### config.mk
export PLATFORM = sky130hd
export DESIGN_NAME = fast_ring_fetch_flat
export DESIGN_NICKNAME = d
export VERILOG_FILES = /design/src/rtl/fast_ring_fetch_pkg.sv /design/src/rtl/fast_ring_fetch_if.sv /design/src/rtl/fast_ring_fetch.sv /design/src/flat_wrapper.sv
export SDC_FILE = /design/constraint.sdc
export NUM_CORES = 1
export LEC_CHECK = 0
export CORE_MARGIN = 2
export CORE_UTILIZATION = 35
export CTS_BUF_LIST = sky130_fd_sc_hd__clkbuf_2 sky130_fd_sc_hd__clkbuf_4 sky130_fd_sc_hd__clkbuf_8
export DETAILED_ROUTE_END_ITERATION = 7
export GPL_ROUTABILITY_DRIVEN = 0
export PLACE_DENSITY_LB_ADDON = 0.2
export SYNTH_ARGS = -nofsm -noshare
export SYNTH_HDL_FRONTEND = slang
export SYNTH_SLANG_ARGS = --single-unit
### constraint.sdc
create_clock -name clk -period 5.64 [get_ports clk]
set_input_delay 1.41 -clock clk [delete_from_list [all_inputs] [get_ports clk]]
set_output_delay 1.41 -clock clk [all_outputs]
set_load 0.01 [all_outputs]
### src/rtl/fast_ring_fetch_pkg.sv
// fast_pkg: FAST-16 ring geometry and fetch FSM state type shared by the ring-fetch block
package fast_pkg;

    localparam int RING_LEN = 16;

    // Bresenham radius-3 ring, clockwise from north
    localparam logic signed [2:0] RING_DX [RING_LEN] = '{
         3'sd0,  3'sd1,  3'sd2,  3'sd3,  3'sd3,  3'sd3,  3'sd2,  3'sd1,
         3'sd0, -3'sd1, -3'sd2, -3'sd3, -3'sd3, -3'sd3, -3'sd2, -3'sd1
    };

    localparam logic signed [2:0] RING_DY [RING_LEN] = '{
        -3'sd3, -3'sd3, -3'sd2, -3'sd1,  3'sd0,  3'sd1,  3'sd2,  3'sd3,
         3'sd3,  3'sd3,  3'sd2,  3'sd1,  3'sd0, -3'sd1, -3'sd2, -3'sd3
    };

    typedef enum logic [1:0] {
        IDLE,
        ISSUE,
        DRAIN,
        DONE
    } fetch_state_t;

endpackage

### src/rtl/fast_ring_fetch_if.sv
// fast_ring_fetch_if: request, SRAM read port and result bundle of the FAST-16 ring fetch
interface fast_ring_fetch_if import fast_pkg::*; #(
    parameter int PIXEL_DEPTH = 8,
    parameter int X_MAX       = 640,
    parameter int Y_MAX       = 480
);

    localparam int XW = $clog2(X_MAX);
    localparam int YW = $clog2(Y_MAX);

    logic                            start;
    logic [XW-1:0]                   cx;
    logic [YW-1:0]                   cy;
    logic signed [XW:0]              x_addr;
    logic signed [YW:0]              y_addr;
    logic                            ren;
    logic [PIXEL_DEPTH-1:0]          rdat;
    logic                            busy;
    logic                            done;
    logic                            border;
    logic [PIXEL_DEPTH-1:0]          center_px;
    logic [RING_LEN*PIXEL_DEPTH-1:0] ring_px;

    // the fetch block
    modport master (
        input  start, cx, cy, rdat,
        output x_addr, y_addr, ren, busy, done, border, center_px, ring_px
    );

    // requester plus image SRAM
    modport slave (
        output start, cx, cy, rdat,
        input  x_addr, y_addr, ren, busy, done, border, center_px, ring_px
    );

endinterface

### src/rtl/fast_ring_fetch.sv
// fast_ring_fetch: reads centre + 16 ring pixels from the image SRAM, zeroing off-image points (optional FAST_FETCH_SKIP_BORDER_EN)
module fast_ring_fetch import fast_pkg::*; #(
    parameter int PIXEL_DEPTH = 8,
    parameter int X_MAX       = 640,
    parameter int Y_MAX       = 480
) (
    input logic               clk,
    input logic               n_rst,
    fast_ring_fetch_if.master bus
);

    localparam int XW = $clog2(X_MAX);
    localparam int YW = $clog2(Y_MAX);
    localparam int CW = ((XW > YW) ? XW : YW) + 2;
    localparam int P  = PIXEL_DEPTH;

`ifdef FAST_FETCH_SKIP_BORDER_EN
    localparam bit SKIP_BORDER = 1'b1;
`else
    localparam bit SKIP_BORDER = 1'b0;
`endif

    fetch_state_t         state_q, state_d;
    logic [4:0]           k_q, k_d;
    logic [XW-1:0]        cx_q;
    logic [YW-1:0]        cy_q;
    logic                 border_q, border_d;
    logic                 pend_q, vld_q;
    logic [4:0]           idx_q;
    logic [P-1:0]         center_q;
    logic [RING_LEN*P-1:0] ring_q;
    logic signed [2:0]    dx, dy;
    logic signed [CW-1:0] px, py;
    logic                 inb, start_ok, last_issue;

    // point address for the current fetch index and its in-image test
    always_comb begin
        dx         = (k_q == 5'd0) ? 3'sd0 : RING_DX[4'(k_q - 5'd1)];
        dy         = (k_q == 5'd0) ? 3'sd0 : RING_DY[4'(k_q - 5'd1)];
        px         = $signed(CW'(cx_q)) + $signed({{(CW-3){dx[2]}}, dx});
        py         = $signed(CW'(cy_q)) + $signed({{(CW-3){dy[2]}}, dy});
        inb        = (state_q == ISSUE) && !px[CW-1] && !py[CW-1] &&
                     (px < CW'(X_MAX)) && (py < CW'(Y_MAX));
        border_d   = (int'(bus.cx) < 3) || (int'(bus.cy) < 3) ||
                     (int'(bus.cx) > X_MAX - 4) || (int'(bus.cy) > Y_MAX - 4);
        start_ok   = (state_q == IDLE) && bus.start;
        last_issue = (k_q == 5'd16);
        k_d        = ((state_q == ISSUE) && !last_issue) ? k_q + 5'd1 : 5'd0;
    end

    // FSM state register
    always_ff @(posedge clk or negedge n_rst) begin
        if (!n_rst) state_q <= IDLE;
        else        state_q <= state_d;
    end

    // FSM next state; border centres may bypass the reads entirely
    always_comb begin
        state_d = state_q;
        case (state_q)
            IDLE:    state_d = bus.start ? ((SKIP_BORDER && border_d) ? DONE : ISSUE) : IDLE;
            ISSUE:   state_d = last_issue ? DRAIN : ISSUE;
            DRAIN:   state_d = DONE;
            default: state_d = IDLE;
        endcase
    end

    // FSM outputs: read port is driven only for in-image points
    always_comb begin
        bus.ren       = inb;
        bus.x_addr    = inb ? px[XW:0] : '0;
        bus.y_addr    = inb ? py[YW:0] : '0;
        bus.busy      = (state_q != IDLE);
        bus.done      = (state_q == DONE);
        bus.border    = border_q;
        bus.center_px = center_q;
        bus.ring_px   = ring_q;
    end

    // request latch, read-flag pipeline and result capture one cycle behind each issue
    always_ff @(posedge clk or negedge n_rst) begin
        if (!n_rst) begin
            k_q      <= '0;
            cx_q     <= '0;
            cy_q     <= '0;
            border_q <= 1'b0;
            pend_q   <= 1'b0;
            vld_q    <= 1'b0;
            idx_q    <= '0;
            center_q <= '0;
            ring_q   <= '0;
        end else begin
            k_q    <= k_d;
            pend_q <= (state_q == ISSUE);
            vld_q  <= inb;
            idx_q  <= k_q;
            if (start_ok) begin
                cx_q     <= bus.cx;
                cy_q     <= bus.cy;
                border_q <= border_d;
                center_q <= '0;
                ring_q   <= '0;
            end else if (pend_q) begin
                if (idx_q == 5'd0) center_q <= vld_q ? bus.rdat : '0;
                else ring_q[(int'(idx_q) - 1) * P +: P] <= vld_q ? bus.rdat : '0;
            end
        end
    end

endmodule

### src/flat_wrapper.sv
// flat-port wrapper written by rule: the top's interface ports become plain ports
module fast_ring_fetch_flat import fast_pkg::*;
#(
    parameter int PIXEL_DEPTH = 8,
    parameter int X_MAX       = 640,
    parameter int Y_MAX       = 480
)
  (clk, n_rst, bus_start, bus_cx, bus_cy, bus_rdat, bus_x_addr, bus_y_addr, bus_ren, bus_busy, bus_done, bus_border, bus_center_px, bus_ring_px);
  fast_ring_fetch_if #(.PIXEL_DEPTH(PIXEL_DEPTH), .X_MAX(X_MAX), .Y_MAX(Y_MAX)) bus_i ();
  input logic clk;
  input logic n_rst;
  input wire logic [$bits(bus_i.start)-1:0] bus_start;
  input wire logic [$bits(bus_i.cx)-1:0] bus_cx;
  input wire logic [$bits(bus_i.cy)-1:0] bus_cy;
  input wire logic [$bits(bus_i.rdat)-1:0] bus_rdat;
  output wire logic [$bits(bus_i.x_addr)-1:0] bus_x_addr;
  output wire logic [$bits(bus_i.y_addr)-1:0] bus_y_addr;
  output wire logic [$bits(bus_i.ren)-1:0] bus_ren;
  output wire logic [$bits(bus_i.busy)-1:0] bus_busy;
  output wire logic [$bits(bus_i.done)-1:0] bus_done;
  output wire logic [$bits(bus_i.border)-1:0] bus_border;
  output wire logic [$bits(bus_i.center_px)-1:0] bus_center_px;
  output wire logic [$bits(bus_i.ring_px)-1:0] bus_ring_px;
  assign bus_i.start = bus_start;
  assign bus_i.cx = bus_cx;
  assign bus_i.cy = bus_cy;
  assign bus_i.rdat = bus_rdat;
  assign bus_x_addr = bus_i.x_addr;
  assign bus_y_addr = bus_i.y_addr;
  assign bus_ren = bus_i.ren;
  assign bus_busy = bus_i.busy;
  assign bus_done = bus_i.done;
  assign bus_border = bus_i.border;
  assign bus_center_px = bus_i.center_px;
  assign bus_ring_px = bus_i.ring_px;
  fast_ring_fetch #(.PIXEL_DEPTH(PIXEL_DEPTH), .X_MAX(X_MAX), .Y_MAX(Y_MAX)) u_core (.clk(clk), .n_rst(n_rst), .bus(bus_i));
endmodule
# --- After elaboration in Yosys (flattened, before gate mapping) ---
# Memory sizes are Yosys's and may differ from the RTL's.
# Cells that the tools add are included.
op_classes:
  n_addsub: 6
  n_lt_le_gt_ge: 7
  eq_ne: 5
  shifts: 2
  mux: 20
  bitwise: 1
  reduce_logical: 20
ops:
  columns: ["op", "n"]
  rows:
  - ["$mux 128", 3]
  - ["$bwmux 128", 1]
  - ["$shift 8x33->128 const A", 1]
  - ["$shiftx 8x33->128", 1]
  - ["$neg 32->33", 1]
  - ["$mux 8", 4]
  - ["$mux 3", 6]
  - ["$add 11x3->12", 1]
  - ["$lt 12x10->1 const B", 1]
  - ["$lt 12x11->1 const B", 1]
  - ["$add 10x3->11", 1]
  - ["$mux 11", 1]
  - ["$gt 10x10->1 const B", 1]
  - ["$logic_not 5->1", 2]
  - ["$lt 10x2->1 const B", 1]
  - ["$mux 10", 1]
  - ["$gt 9x9->1 const B", 1]
  - ["$lt 9x2->1 const B", 1]
  - ["$logic_and 1x1->1", 6]
  - ["$pmux 2 s3", 1]
  - ["$reduce_bool 2->1", 3]
  - ["$sub 5x1->6 const B", 1]
  - ["$add 5x1->5 const B", 1]
  - ["$eq 5x5->1 const B", 1]
  - ["other kinds (13)", 19]
word_totals:
  regBits: 170
  rom_bits: 96
  input_bits: 30
  out_inout_bits: 161
  elab_cells: 73
  mem_count: 2
memory_table:
  columns: ["name", "depth", "word_bits", "read_ports", "rd_ports_with_merged_regs", "wr", "line_no", "text"]
  rows:
  - ["(name not given)", 16, 3, 1, 0, 0, "fast_ring_fetch.sv:38", "dx = (k_q == 5'd0) ? 3'sd0 : RING_DX[4'(k_q - 5'd1)];"]
  - ["(name not given)", 16, 3, 1, 0, 0, "fast_ring_fetch.sv:39", "dy = (k_q == 5'd0) ? 3'sd0 : RING_DY[4'(k_q - 5'd1)];"]

# --- Longest topological paths before layout ---
logic_depth:
  depth_word: 13
  depth_mapped: 18
  depth_no_buf: 16

# --- Worst setup path after synthesis ---
# No wires, ideal clock.
synth_path:
  path_type: "register -> output"
  startpoint: "register u_core.k_q[0]"
  endpoint: "output port bus_x_addr[3]"
  arrival_time_ns: 4.028
  t_required_ns: 4.230
  path_slack_ns: 0.202
  path_stages_with_launch: 15
  n_path_buf: 1
  path_cell_list: "dfrtp_1 -> inv_1 -> ha_1 -> xnor2_2 -> mux2i_1 -> nor2_1 -> ha_1 -> a21oi_1 -> nand2_1 -> o31a_1 -> a311o_1 -> nand4_1 -> or4b_1 -> buf_2 -> nor4_1"
synth_via:
  elab_chain_cells: 13
  elab_cells_between_ends: 22
  classes_between: "3 x add/sub; 2 x order compare; 7 x mux; 1 x bitwise; 7 x reduce/logical; 2 x memory"
synth_lines:
  columns: ["item", "line_no", "text"]
  rows:
  - ["start, declared", "fast_ring_fetch.sv:24", "logic [4:0] k_q, k_d;"]
  - ["start signal, assigned", "fast_ring_fetch.sv:93", "k_q <= k_d;"]
  - ["branches (longest 12 deep; another with $add 11x3->12)", null, null]
  - ["$mux 11 *", "fast_ring_fetch.sv:71", "bus.x_addr = inb ? px[XW:0] : '0;"]
  - ["end, declared", "flat_wrapper.sv:16", "output wire logic [$bits(bus_i.x_addr)-1:0] bus_x_addr;"]
# Mark *: on every way between the ends. The select of a mux whose other input is x is not followed.

# --- Worst setup path in the final report ---
layout_path:
  startpoint: "register u_core.k_q[0]"
  endpoint: "output port bus_y_addr[7]"
layout_via:
  elab_chain_cells: 13
  elab_cells_between_ends: 22
  classes_between: "3 x add/sub; 2 x order compare; 7 x mux; 1 x bitwise; 7 x reduce/logical; 2 x memory"
layout_lines:
  columns: ["item", "line_no", "text"]
  rows:
  - ["branches (longest 12 deep; another with $add 11x3->12)", null, null]
  - ["$mux 10 *", "fast_ring_fetch.sv:72", "bus.y_addr = inb ? py[YW:0] : '0;"]
  - ["end, declared", "flat_wrapper.sv:17", "output wire logic [$bits(bus_i.y_addr)-1:0] bus_y_addr;"]
# Marks and branches as above.

==> out/qor.yml <==
initial_utilization_pct: 35.4
worst_slack_ps: -72.2
cts.sinks: 170
synth_area_mm2: 0.00887
synth_edf_count: 0
drc: 0
dieHeight_um: 163
worstPathArrival_ps: 4300
synthArstFlopShare_pct: 100
fill_cells: 2359
clk_path_buf_depth: 2
path_class: "register to output port"
finalSetupViolCount: 13
tightest_slew_ps: 1020
placementRows: 58
start_kind: "register"
die_x_um: 163
total_power_uw: 8930
slew_headroom_pct: 31.7
dieArea_mm2: 0.0266
slowest_stage: "or4b_4"
drt-vias-per-instance: 5.17
hold_slack_ps: 498
hold_viol_final: 0
grt_pass1_wl_mm: 41.3
cp_max_fo: 6
place.port_buffers: 188
cp_data_required_time_ps: 4230
critPathMaxStageDelay_ps: 580
nets: 1229
drive_gt1_share_pct: 18.9
grt_overflow: 0
p_leak_uw: 0.00531
wirelength_mm: 26.5
layout_min_cycle_time_ps: 5710
dr.pass1.iters: 5
multi_input_area_mm2: 0.00471
power_per_cell_area_mw_per_mm2: 722
ys_seq_area_share_pct: 48.0
grt_pass1_vias: 7686
antenna_found_initial: 0
violations: "setup timing"
via_count: 7787
cts_root_buffer: "clkbuf_8"
clk_latency_ps: 460
cts_tree: "done"
drv_slew: 0
synth_cells: 903
layout_common_cells: "dfrtp_1, clkdlybuf4s50_1, nand2_1, nand3_1, buf_4"
grt_max_degree: 112
core_mm2: 0.0250
regArea_mm2: 0.00425
area_delta_synth_final_pct: 39.3
final_common_cell: "dfrtp_1"
syn-mean-instance-area_um2: 9.82
drt_iter0_markers: 389
grt_setup_unrepaired: "yes"
fmax_mhz: 175
antennaDiodeCount: 0
peakVddDrop_uv: 855
place_inst: 1454
drv_cap: 0
synth.distinct_cells: 74
post-route-period-util_pct: 101
synth.ff_latch_count: 170
dpl.hpwl_mm: 19.3
stdcell_count: 1506
cts_buffers: 17
min_path_type: "register to register"
io_pins: 191
yosysWarningCount: 0
wire_per_inst_um: 17.6
finClkSkew_ps: 19.9
track_usage_pct: 19.6
cts_htree_levels: 4
worstPathCellList: "buf_4, buf_4, ha_1, nor2_1, mux2i_2, nor2_4, buf_6, ha_2, nor3_2, a211oi_2, a21oi_1, o211ai_1, a21boi_2, or4b_4, buf_12, buf_6, nor3b_2, buf_2"
ant_nets: 0
cp-end-kind: "output port"
path_clk_slew_ps: 100
synth_flop_cell: "dfrtp_1"
run_status: "complete, but fails checks"
[where the power goes]
| group | switching, uW | internal, uW | leakage (uW) |
|---|---|---|---|
| combinational | 3390 | 3010 | 0.00280 |
| sequential | 204 | 1450 | 0.00231 |
| clock | 496 | 374 | 0.000197 |
| total | 4090 | 4830 | 0.00531 |
[synth_stat cells, types with 4 or more instances]
cell type,count,area [um^2]
a2111oi_2,4,60.1
nand2b_1,7,43.8
ha_1,34,425
o21ai_1,27,135
a211o_1,4,35.0
o2bb2ai_1,16,140
inv_1,18,67.6
a21o_1,4,30.0
clkbuf_1,26,97.6
nor2_1,59,221
nor2b_1,6,37.5
nand4_1,7,43.8
a211oi_1,8,60.1
o21bai_1,4,30.0
nor3_1,13,65.1
nor3_2,5,50.1
o21ai_0,72,360
mux2i_1,42,420
and2_1,9,56.3
nand2_1,119,447
o211ai_1,7,52.6
dfrtp_1,170,4250
buf_2,6,30.0
o21a_1,6,45.0
or3_1,10,62.6
xnor2_1,9,78.8
nor3b_2,4,50.1
xor2_1,6,52.6
nor4_1,5,31.3
a21oi_1,19,95.1
o2111ai_1,11,96.3
nand3_1,98,490
[metal layers]
| metal | share of wire [%] | global-route usage (%) | wire, um |
|---|---|---|---|
| met1 | 45 | 26.1 | 12000 |
| met2 | 49 | 33.3 | 13000 |
| met3 | 4.4 | 3.07 | 1160 |
| met5 | 0 | 0 | 0 |
| met4 | 1.7 | 4.95 | 448 |
[final cells by class]
class | count | share of cell area, %
sequential | 170 | 34.4
clock inverter | 14 | 1.27
timing repair buffer | 277 | 20.4
clock buffer | 18 | 1.95
multi-input combinational | 679 | 38.1
tap | 330 | 3.34
inverter | 18 | 0.547
[worst max-delay path: cells and delay by family (launching register included)]
| family | cells | cell delay [ps] |
|---|---|---|
| buf+inv | 6 | 880 |
| mux | 1 | 110 |
| compound gates | 4 | 500 |
| fa+ha+maj | 2 | 520 |
| simple gates | 5 | 1430 |
| flops | 1 | 420 |
[metrics by stage]
step | utilization [%] | worst slack [ps] | area, um^2 | TNS, ps
6_report | 49.4 | -72.2 | 12400 | -540
5_1_grt | 49.4 | -264 | 12400 | -3670
4_1_cts | 48.1 | -102 | 12000 | -657
3_5_place_dp | 46.1 | -145 | 11500 | -685
3_3_place_gp | 46.1 | -61.3 | 11500 | -198
2_1_floorplan | - | 202 | 8870 | 0
[registers in the layout, summed over array words and instances (netlist names)]
name,cells
u_core.vld_q,1
u_core.cy_q,9
u_core.bus.ring_px,128
u_core.k_q,5
u_core.bus.border,1
u_core.pend_q,1
u_core.bus.center_px,8
u_core.idx_q,5
u_core.state_q,2
u_core.cx_q,10
[what timing repair did]
action / CTS / global route
setup buffers: 15 / 6
cloned: 0 / 1
pin swaps: 2 / 20
resized for setup: 93 / 54
hold buffers: 0 / 0
setup endpoints to repair: 20 / 20
[cell families (layout without fill, tap and decap cells)]
logic type | Yosys count | in the layout | synth area share, %
and+or+nand+nor | 372 | 372 | 21.8
AOI/OAI and AO/OA | 207 | 207 | 15.2
DFF | 170 | 170 | 48.0
buffers and inverters | 55 | 327 | 2.62
muxes | 42 | 42 | 4.74
adders and majority gates | 36 | 36 | 5.25
xor gates and xnor gates | 20 | 20 | 2.40
other | 1 | 2 | 0.0423
[worst paths after layout]
kind / from / endpoint / slack [ps] / depth (start not counted)
hold reg to reg: u_core.cx_q[6] / u_core.cx_q[6] / 500 / 2
setup reg to reg: u_core.idx_q[0] / u_core.bus.ring_px[68] / 810 / 13
setup / recovery: u_core.k_q[0] / bus_y_addr[7] / -70 / 18
hold / removal: u_core.cx_q[6] / u_core.cx_q[6] / 500 / 2
max in group asynchronous: n_rst / u_core.bus.ring_px[103] / 3520 / 2
min in group asynchronous: n_rst / u_core.bus.ring_px[11] / 1050 / 1
No activity file was read; power rests on OpenSTA's default activity.
